### config.mk
export PLATFORM = sky130hd
export DESIGN_NAME = uart_rx_fsm
export DESIGN_NICKNAME = d
export VERILOG_FILES = /design/src/rtl/uart_rx_pkg.sv /design/src/rtl/uart_rx_edge_bit_counter.sv /design/src/rtl/uart_rx_fsm.sv
export SDC_FILE = /design/constraint.sdc
export NUM_CORES = 1
export LEC_CHECK = 0
export CAP_MARGIN = 30
export CORE_MARGIN = 3
export CORE_UTILIZATION = 55
export CTS_CLUSTER_DIAMETER = 200
export CTS_CLUSTER_SIZE = 40
export DETAILED_ROUTE_END_ITERATION = 6
export GPL_ROUTABILITY_DRIVEN = 0
export PLACE_DENSITY_LB_ADDON = 0.25
export SYNTH_ARGS = -nofsm -noshare
export SYNTH_HDL_FRONTEND = slang
export SYNTH_SLANG_ARGS = --single-unit
export TNS_END_PERCENT = 100
### constraint.sdc
create_clock -name clk -period 4.2 [get_ports clk]
set_input_delay 1.05 -clock clk [delete_from_list [all_inputs] [get_ports clk]]
set_output_delay 1.05 -clock clk [all_outputs]
set_load 0.02 [all_outputs]
### src/rtl/uart_rx_pkg.sv
// rtl/uart_rx_pkg.sv - shared state encoding, prescale constants and bit indices for the UART receiver
package uart_rx_pkg;

    typedef enum logic [2:0] {
        IDLE   = 3'd0,
        START  = 3'd1,
        DATA   = 3'd2,
        PARITY = 3'd3,
        STOP   = 3'd4,
        DONE   = 3'd5
    } rx_state_t;

    localparam logic [5:0] PRESC_8  = 6'd8;
    localparam logic [5:0] PRESC_16 = 6'd16;
    localparam logic [5:0] PRESC_32 = 6'd32;

    localparam logic [3:0] START_BIT     = 4'd0;
    localparam logic [3:0] LAST_DATA_BIT = 4'd8;
    localparam logic [3:0] PAR_BIT       = 4'd9;

    // Anything other than 16 or 32 falls back to the slowest legal ratio.
    function automatic logic [5:0] legal_prescale(input logic [5:0] p);
        return (p == PRESC_16 || p == PRESC_32) ? p : PRESC_8;
    endfunction

endpackage

### src/rtl/uart_rx_edge_bit_counter.sv
// rtl/uart_rx_edge_bit_counter.sv - oversample edge counter and frame bit counter
module uart_rx_edge_bit_counter (
    input  logic       clk,
    input  logic       rst_n,
    input  logic       enable,
    input  logic [5:0] prescale,
    output logic [5:0] edge_cnt,
    output logic [3:0] bit_cnt,
    output logic       wrap
);

    assign wrap = enable && (edge_cnt == prescale - 6'd1);

    // Dropping enable clears both counters so the next frame starts from bit 0, edge 0.
    always_ff @(posedge clk or negedge rst_n) begin
        if (!rst_n) begin
            edge_cnt <= '0;
            bit_cnt  <= '0;
        end else if (!enable) begin
            edge_cnt <= '0;
            bit_cnt  <= '0;
        end else if (wrap) begin
            edge_cnt <= '0;
            bit_cnt  <= bit_cnt + 4'd1;
        end else begin
            edge_cnt <= edge_cnt + 6'd1;
        end
    end

endmodule

### src/rtl/uart_rx_fsm.sv
// rtl/uart_rx_fsm.sv - UART receive frame sequencer driving sampling, check and deserializer enables
module uart_rx_fsm
    import uart_rx_pkg::*;
(
    input  logic       clk,
    input  logic       rst_n,
    input  logic       rx_in,
    input  logic       par_en,
    input  logic [5:0] prescale,
    input  logic       strt_glitch,
    input  logic       par_err,
    input  logic       stp_err,
    output logic [5:0] edge_cnt,
    output logic [3:0] bit_cnt,
    output logic       dat_samp_en,
    output logic       deser_en,
    output logic       strt_chk_en,
    output logic       par_chk_en,
    output logic       stp_chk_en,
    output logic       data_valid
);

    rx_state_t  state, next_state;
    logic       cfg_par_en;
    logic [5:0] cfg_prescale;
    logic       frame_err;
    logic [3:0] cnt_bit;
    logic       wrap;
    logic       in_bit;
    logic       chk_edge;

    assign in_bit = (state == START) || (state == DATA) || (state == PARITY) || (state == STOP);

    uart_rx_edge_bit_counter u_cnt (
        .clk      (clk),
        .rst_n    (rst_n),
        .enable   (in_bit),
        .prescale (cfg_prescale),
        .edge_cnt (edge_cnt),
        .bit_cnt  (cnt_bit),
        .wrap     (wrap)
    );

    always_comb begin
        next_state = state;
        case (state)
            IDLE:    if (!rx_in) next_state = START;
            START:   if (wrap) next_state = strt_glitch ? IDLE : DATA;
            DATA:    if (wrap && cnt_bit == LAST_DATA_BIT) next_state = cfg_par_en ? PARITY : STOP;
            PARITY:  if (wrap) next_state = STOP;
            STOP:    if (wrap) next_state = DONE;
            DONE:    next_state = IDLE;
            default: next_state = IDLE;
        endcase
    end

    always_ff @(posedge clk or negedge rst_n) begin
        if (!rst_n) begin
            state        <= IDLE;
            cfg_par_en   <= 1'b0;
            cfg_prescale <= '0;
            frame_err    <= 1'b0;
        end else begin
            state <= next_state;
            if (state == IDLE && !rx_in) begin
                cfg_par_en   <= par_en;
                cfg_prescale <= legal_prescale(prescale);
                frame_err    <= 1'b0;
            end else if (state == PARITY && wrap) begin
                frame_err <= frame_err | par_err;
            end else if (state == STOP && wrap) begin
                frame_err <= frame_err | stp_err;
            end
        end
    end

    // The counter briefly holds the post-wrap bit index after leaving a bit state; hide it.
    assign bit_cnt     = in_bit ? cnt_bit : 4'd0;
    assign chk_edge    = (edge_cnt == cfg_prescale - 6'd2);
    assign dat_samp_en = in_bit;
    assign strt_chk_en = (state == START) && chk_edge && (cnt_bit == START_BIT);
    assign deser_en    = (state == DATA) && chk_edge;
    assign par_chk_en  = (state == PARITY) && chk_edge && (cnt_bit == PAR_BIT);
    assign stp_chk_en  = (state == STOP) && chk_edge;
    assign data_valid  = (state == DONE) && !frame_err;

endmodule

---- Yosys cells after proc, flatten, opt, wreduce, memory -nomap -nowiden ----
Index checks and enable logic that the tools add are counted.
word-level totals
  register bits ........................... 21
  bits of input ports ..................... 13
  output and inout port bits .............. 16
  logic and storage cells ................. 68
operators by class
  add/sub/neg operators ................... 4
  eq/ne operators ......................... 17
  multiplexer cells ....................... 17
  bitwise logic cells ..................... 2
  reductions and logical operators ........ 22
operators by type and width
  kind                 count
  $mux 3               6
  $mux 6               3
  $pmux 3 s5           1
  $eq 6x6->1           2
  $logic_and 1x1->1    12
  $mux 4               3
  $ne 2x2->1 const B   5
  $eq 4x4->1 const B   2
  $add 6x1->6 const B  1
  $eq 3x2->1 const B   2
  $eq 3x3->1 const B   2
  $eq 6x5->1 const B   1
  $eq 6x6->1 const B   1
  $sub 6x1->6 const B  1
  $sub 6x2->6 const B  1
  $reduce_and 5->1     1
  $add 4x1->4 const B  1
  $logic_not 4->1      1
  $logic_or 1x1->1     4
  $eq 3x1->1 const B   1
  $logic_not 3->1      1
  $mux 1               3
  $reduce_bool 3->1    1
  $logic_not 1->1      2
  other kinds (3)      4

---- Longest topological paths before layout ----
  depth after elaboration ................. 9
  gate-level depth with buffers ........... 7
  gate-level depth less buffers ........... 7

---- Modules after synthesis ----
A second synthesis with hierarchy kept.
unflattened totals
  cells, all modules ...................... 154
  area total of the unflattened synthesis .. 1430.1 um2
modules (own cells, without submodules)
  module                    times used  cells an instance  area each (um2)  sequential area each (um2)
  uart_rx_fsm               1           86                 787.0            275.3
  uart_rx_edge_bit_counter  1           68                 643.1            250.2

---- Least setup slack after synthesis ----
Ideal clock, no wire load.
  path kind ............................... register -> output
  start point ............................. register u_cnt.edge_cnt[4]
  end point ............................... output port strt_chk_en
  arrival ................................. 2.114 ns
  required time ........................... 3.150 ns
  setup slack ............................. 1.036 ns
  stages on the path, launching flop included .. 5
  path through ............................ dfrtp_1 > xnor2_1 > o2111ai_1 > a2111o_1 > nor4_1
on the way
  longest elaborated chain between the ends .. 3
RTL lines
  what                            RTL line                        RTL
  start, declared                 uart_rx_edge_bit_counter.sv:7   output logic [5:0] edge_cnt,
  start signal, assigned          uart_rx_edge_bit_counter.sv:26  edge_cnt <= edge_cnt + 6'd1;
  $eq 6x6->1                      uart_rx_fsm.sv:79               assign chk_edge = (edge_cnt == cfg_prescale - 6'd2);
  $logic_and 1x1->1 (2 in a row)  uart_rx_fsm.sv:81               assign strt_chk_en = (state == START) && chk_edge && (cnt_bit == START_BIT);
  end, declared                   uart_rx_fsm.sv:17               output logic strt_chk_en,
No other way between the ends.

---- Worst setup path in the final report ----
  start point ............................. register cfg_prescale[2]
  end point ............................... output port par_chk_en
on the way
  longest elaborated chain between the ends .. 4
RTL lines
  what                            RTL line           RTL
  start, declared                 uart_rx_fsm.sv:25  logic [5:0] cfg_prescale;
  start signal, assigned          uart_rx_fsm.sv:67  cfg_prescale <= legal_prescale(prescale);
  $sub 6x2->6                     uart_rx_fsm.sv:79
  $eq 6x6->1                      uart_rx_fsm.sv:79
  $logic_and 1x1->1 (2 in a row)  uart_rx_fsm.sv:83  assign par_chk_en = (state == PARITY) && chk_edge && (cnt_bit == PAR_BIT);
  end, declared                   uart_rx_fsm.sv:18  output logic par_chk_en,
No other way between the ends.

==> reports/results.tsv <==
stage	metric	value	unit
outcome	status	completed	
worst_setup_path	cp_cell_sequence	inv_1 -> ha_1 -> xor2_1 -> o2111ai_1 -> a2111o_1 -> nand2b_4 -> nor4_4 -> clkdlybuf4s50_1	
floorplanning	chipWidth	57.04	µm
floorplanning	die_y	57.04	µm
clock_tree	cts_tree	yes	
worst_setup_path	critical_path_class	reg2out	
timing	setup_violations	0	
placed_design	hpwl	2441	µm
power	leakage	0.7343	nW
clock_tree	clock-root-buffer	clkbuf_4	
hold_path	holdCritPathClass	reg2reg	
clock_tree	cts_buffers	3	
worst_setup_path	arrival	2.91	ns
finish	drive_gt1_share	10.11	%
worst_setup_path	rrSetupSlack	1.87	ns
synth	synth-async-reset-ratio	100.0	%
synth	synth_fp_nets	172	
floorplanning	initial_core_util	61.23	%
power	ir_drop	300.8	µV
worst_setup_path	critPathMaxFanout	6	
clock_tree	clockBufferDepth	2	
synth	synth_common_cells	21 x dfrtp_1, 18 x nor2_1, 11 x inv_1	
clock_tree	htreeDepth	1	
timing	drv_slew	0	
clock_tree	ctsHoldBuffers	0	
synth	syn-mean-instance-area	9.425	µm²
global_route	grt_max_degree	22	
detailed_routing	firstDrtPassIters	4	
synth	yosysMostFrequentCell	dfrtp_1	
worst_setup_path	critPathLaunchType	flop	
synth	yosysTopAreaCellShare	36.68	%
placed_design	place_area	1714	µm²
timing	setup_tns	0	ns
finish	area_growth	21.57	%
placed_design	io_buffers	28	
worst_setup_path	cp.required	3.15	ns
synth	yosys_warnings	0	
floorplanning	dieArea	3253	µm²
detailed_routing	vias	1214	
floorplanning	ioPinCount	29	
detailed_routing	viasPerCell	5.893	
floorplanning	core_area	2340	µm²
clock_tree	post-cts-setup-buffers	0	
synth	ys_types	42	
worst_setup_path	cp.depth	8	
synth	synth.area.top_cells	dfrtp_1 37%, ha_1 6.1%, nor2_1 4.7%	
worst_setup_path	worst_path_max_delay_cell	clkdlybuf4s50_1	
timing	holdWs	0.5388	ns
flow_run	cap_violations	0	
synth	synthFlopType	dfrtp_1	
timing	max_freq	0.2527	GHz
worst_setup_path	cp_slowest_stage_delay	0.64	ns
detailed_routing	wl	3250	µm
clock_tree	post_cts_resized	0	
detailed_routing	drc	0	
synth	syn_area	1433	µm²
timing	rsz0062_at_grt	no	
timing	worst_pin_slew	1.024	ns
detailed_routing	wl_per_cell	15.78	µm
worst_setup_path	end_kind	output port	
synth	yosysSeqAreaShare	36.68	%
global_route	antenna_found_initial	0	
finish	fin_area	1742	µm²
timing	fin_crit_sh	94.23	%
finish	antenna_cells	0	
global_route	grt_pass1_vias	1243	
clock_tree	clkSlewWorstSetupHoldPaths	0.13	ns
global_route	grt_overflow	0	
synth	synth_edf_count	0	
power	cellPowerDensity	352.8	nW/µm²
synth	synth.largest_area_cell	dfrtp_1	
timing	maxSlewHeadroom	31.15	%
global_route	grtUsageTotal	22.17	%
synth	synth-seq-cells	21	
finish	finalNetCount	199	
worst_setup_path	ff2ff_path_depth	7	
worst_setup_path	crit_family	buffers and inverters	
timing	post-route-min-period	3.958	ns
synth	synthCells	152	
detailed_routing	ant_nets	0	
timing	fin_skew	0.006783	ns
worst_setup_path	crit_buf_inv	2	
timing	hold_viol	0	
global_route	grt_pass1_wl	5678	µm
hold_path	worst_hold_path.num_cells	1	
detailed_routing	drt-initial-drc-count	23	
clock_tree	insertion_delay	0.32	ns
floorplanning	rows	17	
clock_tree	cts_sinks	21	
-- per-layer routing --
layer	up-vias	GRT usage [%]	part of all wire (%)
met4	0	10.93	3.1
met2	43	35.40	50
met5	-	0	0
met1	584	28.29	41
met3	10	4.977	5.8
li1	577	-	-
-- state kept, by name, indices dropped and copies added, names as in the netlist --
| register | cells |
|---|---|
| frame_err | 1 |
| u_cnt.edge_cnt | 6 |
| cfg_prescale | 6 |
| state | 3 |
| u_cnt.bit_cnt | 4 |
| cfg_par_en | 1 |
-- cell type report --
type | instances | area (µm²)
fillers | 184 | 598.1
well taps | 28 | 35.03
inverters | 11 | 41.29
clock buffers | 3 | 22.52
flip-flops and latches | 21 | 525.5
repair buffers | 28 | 280.3
multi-input cells | 114 | 832.0
clock inverters | 1 | 5.005
-- power breakdown --
| part | leakage (nW) | internal [mW] | switching, mW |
|---|---|---|---|
| combinational | 0.435 | 0.103 | 0.136 |
| clock | 0.0177 | 0.0356 | 0.0680 |
| sequential | 0.282 | 0.225 | 0.0467 |
| total | 0.734 | 0.364 | 0.251 |
-- path summary, 6_finish.rpt --
check | from | endpoint
min in group asynchronous | rst_n | cfg_prescale[2]
max reg2reg | cfg_prescale[2] | state[0]
min | u_cnt.edge_cnt[0] | u_cnt.edge_cnt[0]
min reg2reg | u_cnt.edge_cnt[0] | u_cnt.edge_cnt[0]
max | cfg_prescale[2] | par_chk_en
max in group asynchronous | rst_n | u_cnt.bit_cnt[3]
-- cells in the final DEF (no fill, tap or decap), types with 4 or more instances in the layout --
cell and instances:
nand3_1 4, dfrtp_1 21, o21ai_0 8, xor2_1 6
a31oi_1 4, xnor2_1 7, clkdlybuf4s50_1 28, ha_1 7
nor2_1 18, inv_1 11, and2_1 4, nand2_1 10
-- per-stage QoR --
step                      util, %  setup WS (ns)  instances  power, mW
after CTS                   74.44         0.2289        206     0.6151
final                       74.44         0.2424        206     0.6144
after global routing        74.44        0.06830        206     0.6519
after global placement      73.26         0.6728        202     0.4990
after floorplan                 -          1.036        152     0.4307
after detailed placement    73.26         0.5957        202     0.5090
-- worst reg2reg max path: stages (launching register included) --
cell and delay [ns]:
dfrtp_1 0.47, inv_1 0.13, ha_1 0.21, nor3b_4 0.25
and3_1 0.24, o2111ai_4 0.19, o21ai_2 0.35, mux2_2 0.38
-- cells by family after synthesis --
family	share of synthesized area (%)
AO/OA/AOI/OAI	15.90
multiplexers	2.358
adder cells (fa/ha/maj)	6.113
XOR/XNOR	9.520
buffers and inverters	5.240
flip-flops	36.68
AND/OR/NAND/NOR	24.19
Power figures use the tool's default switching activity.
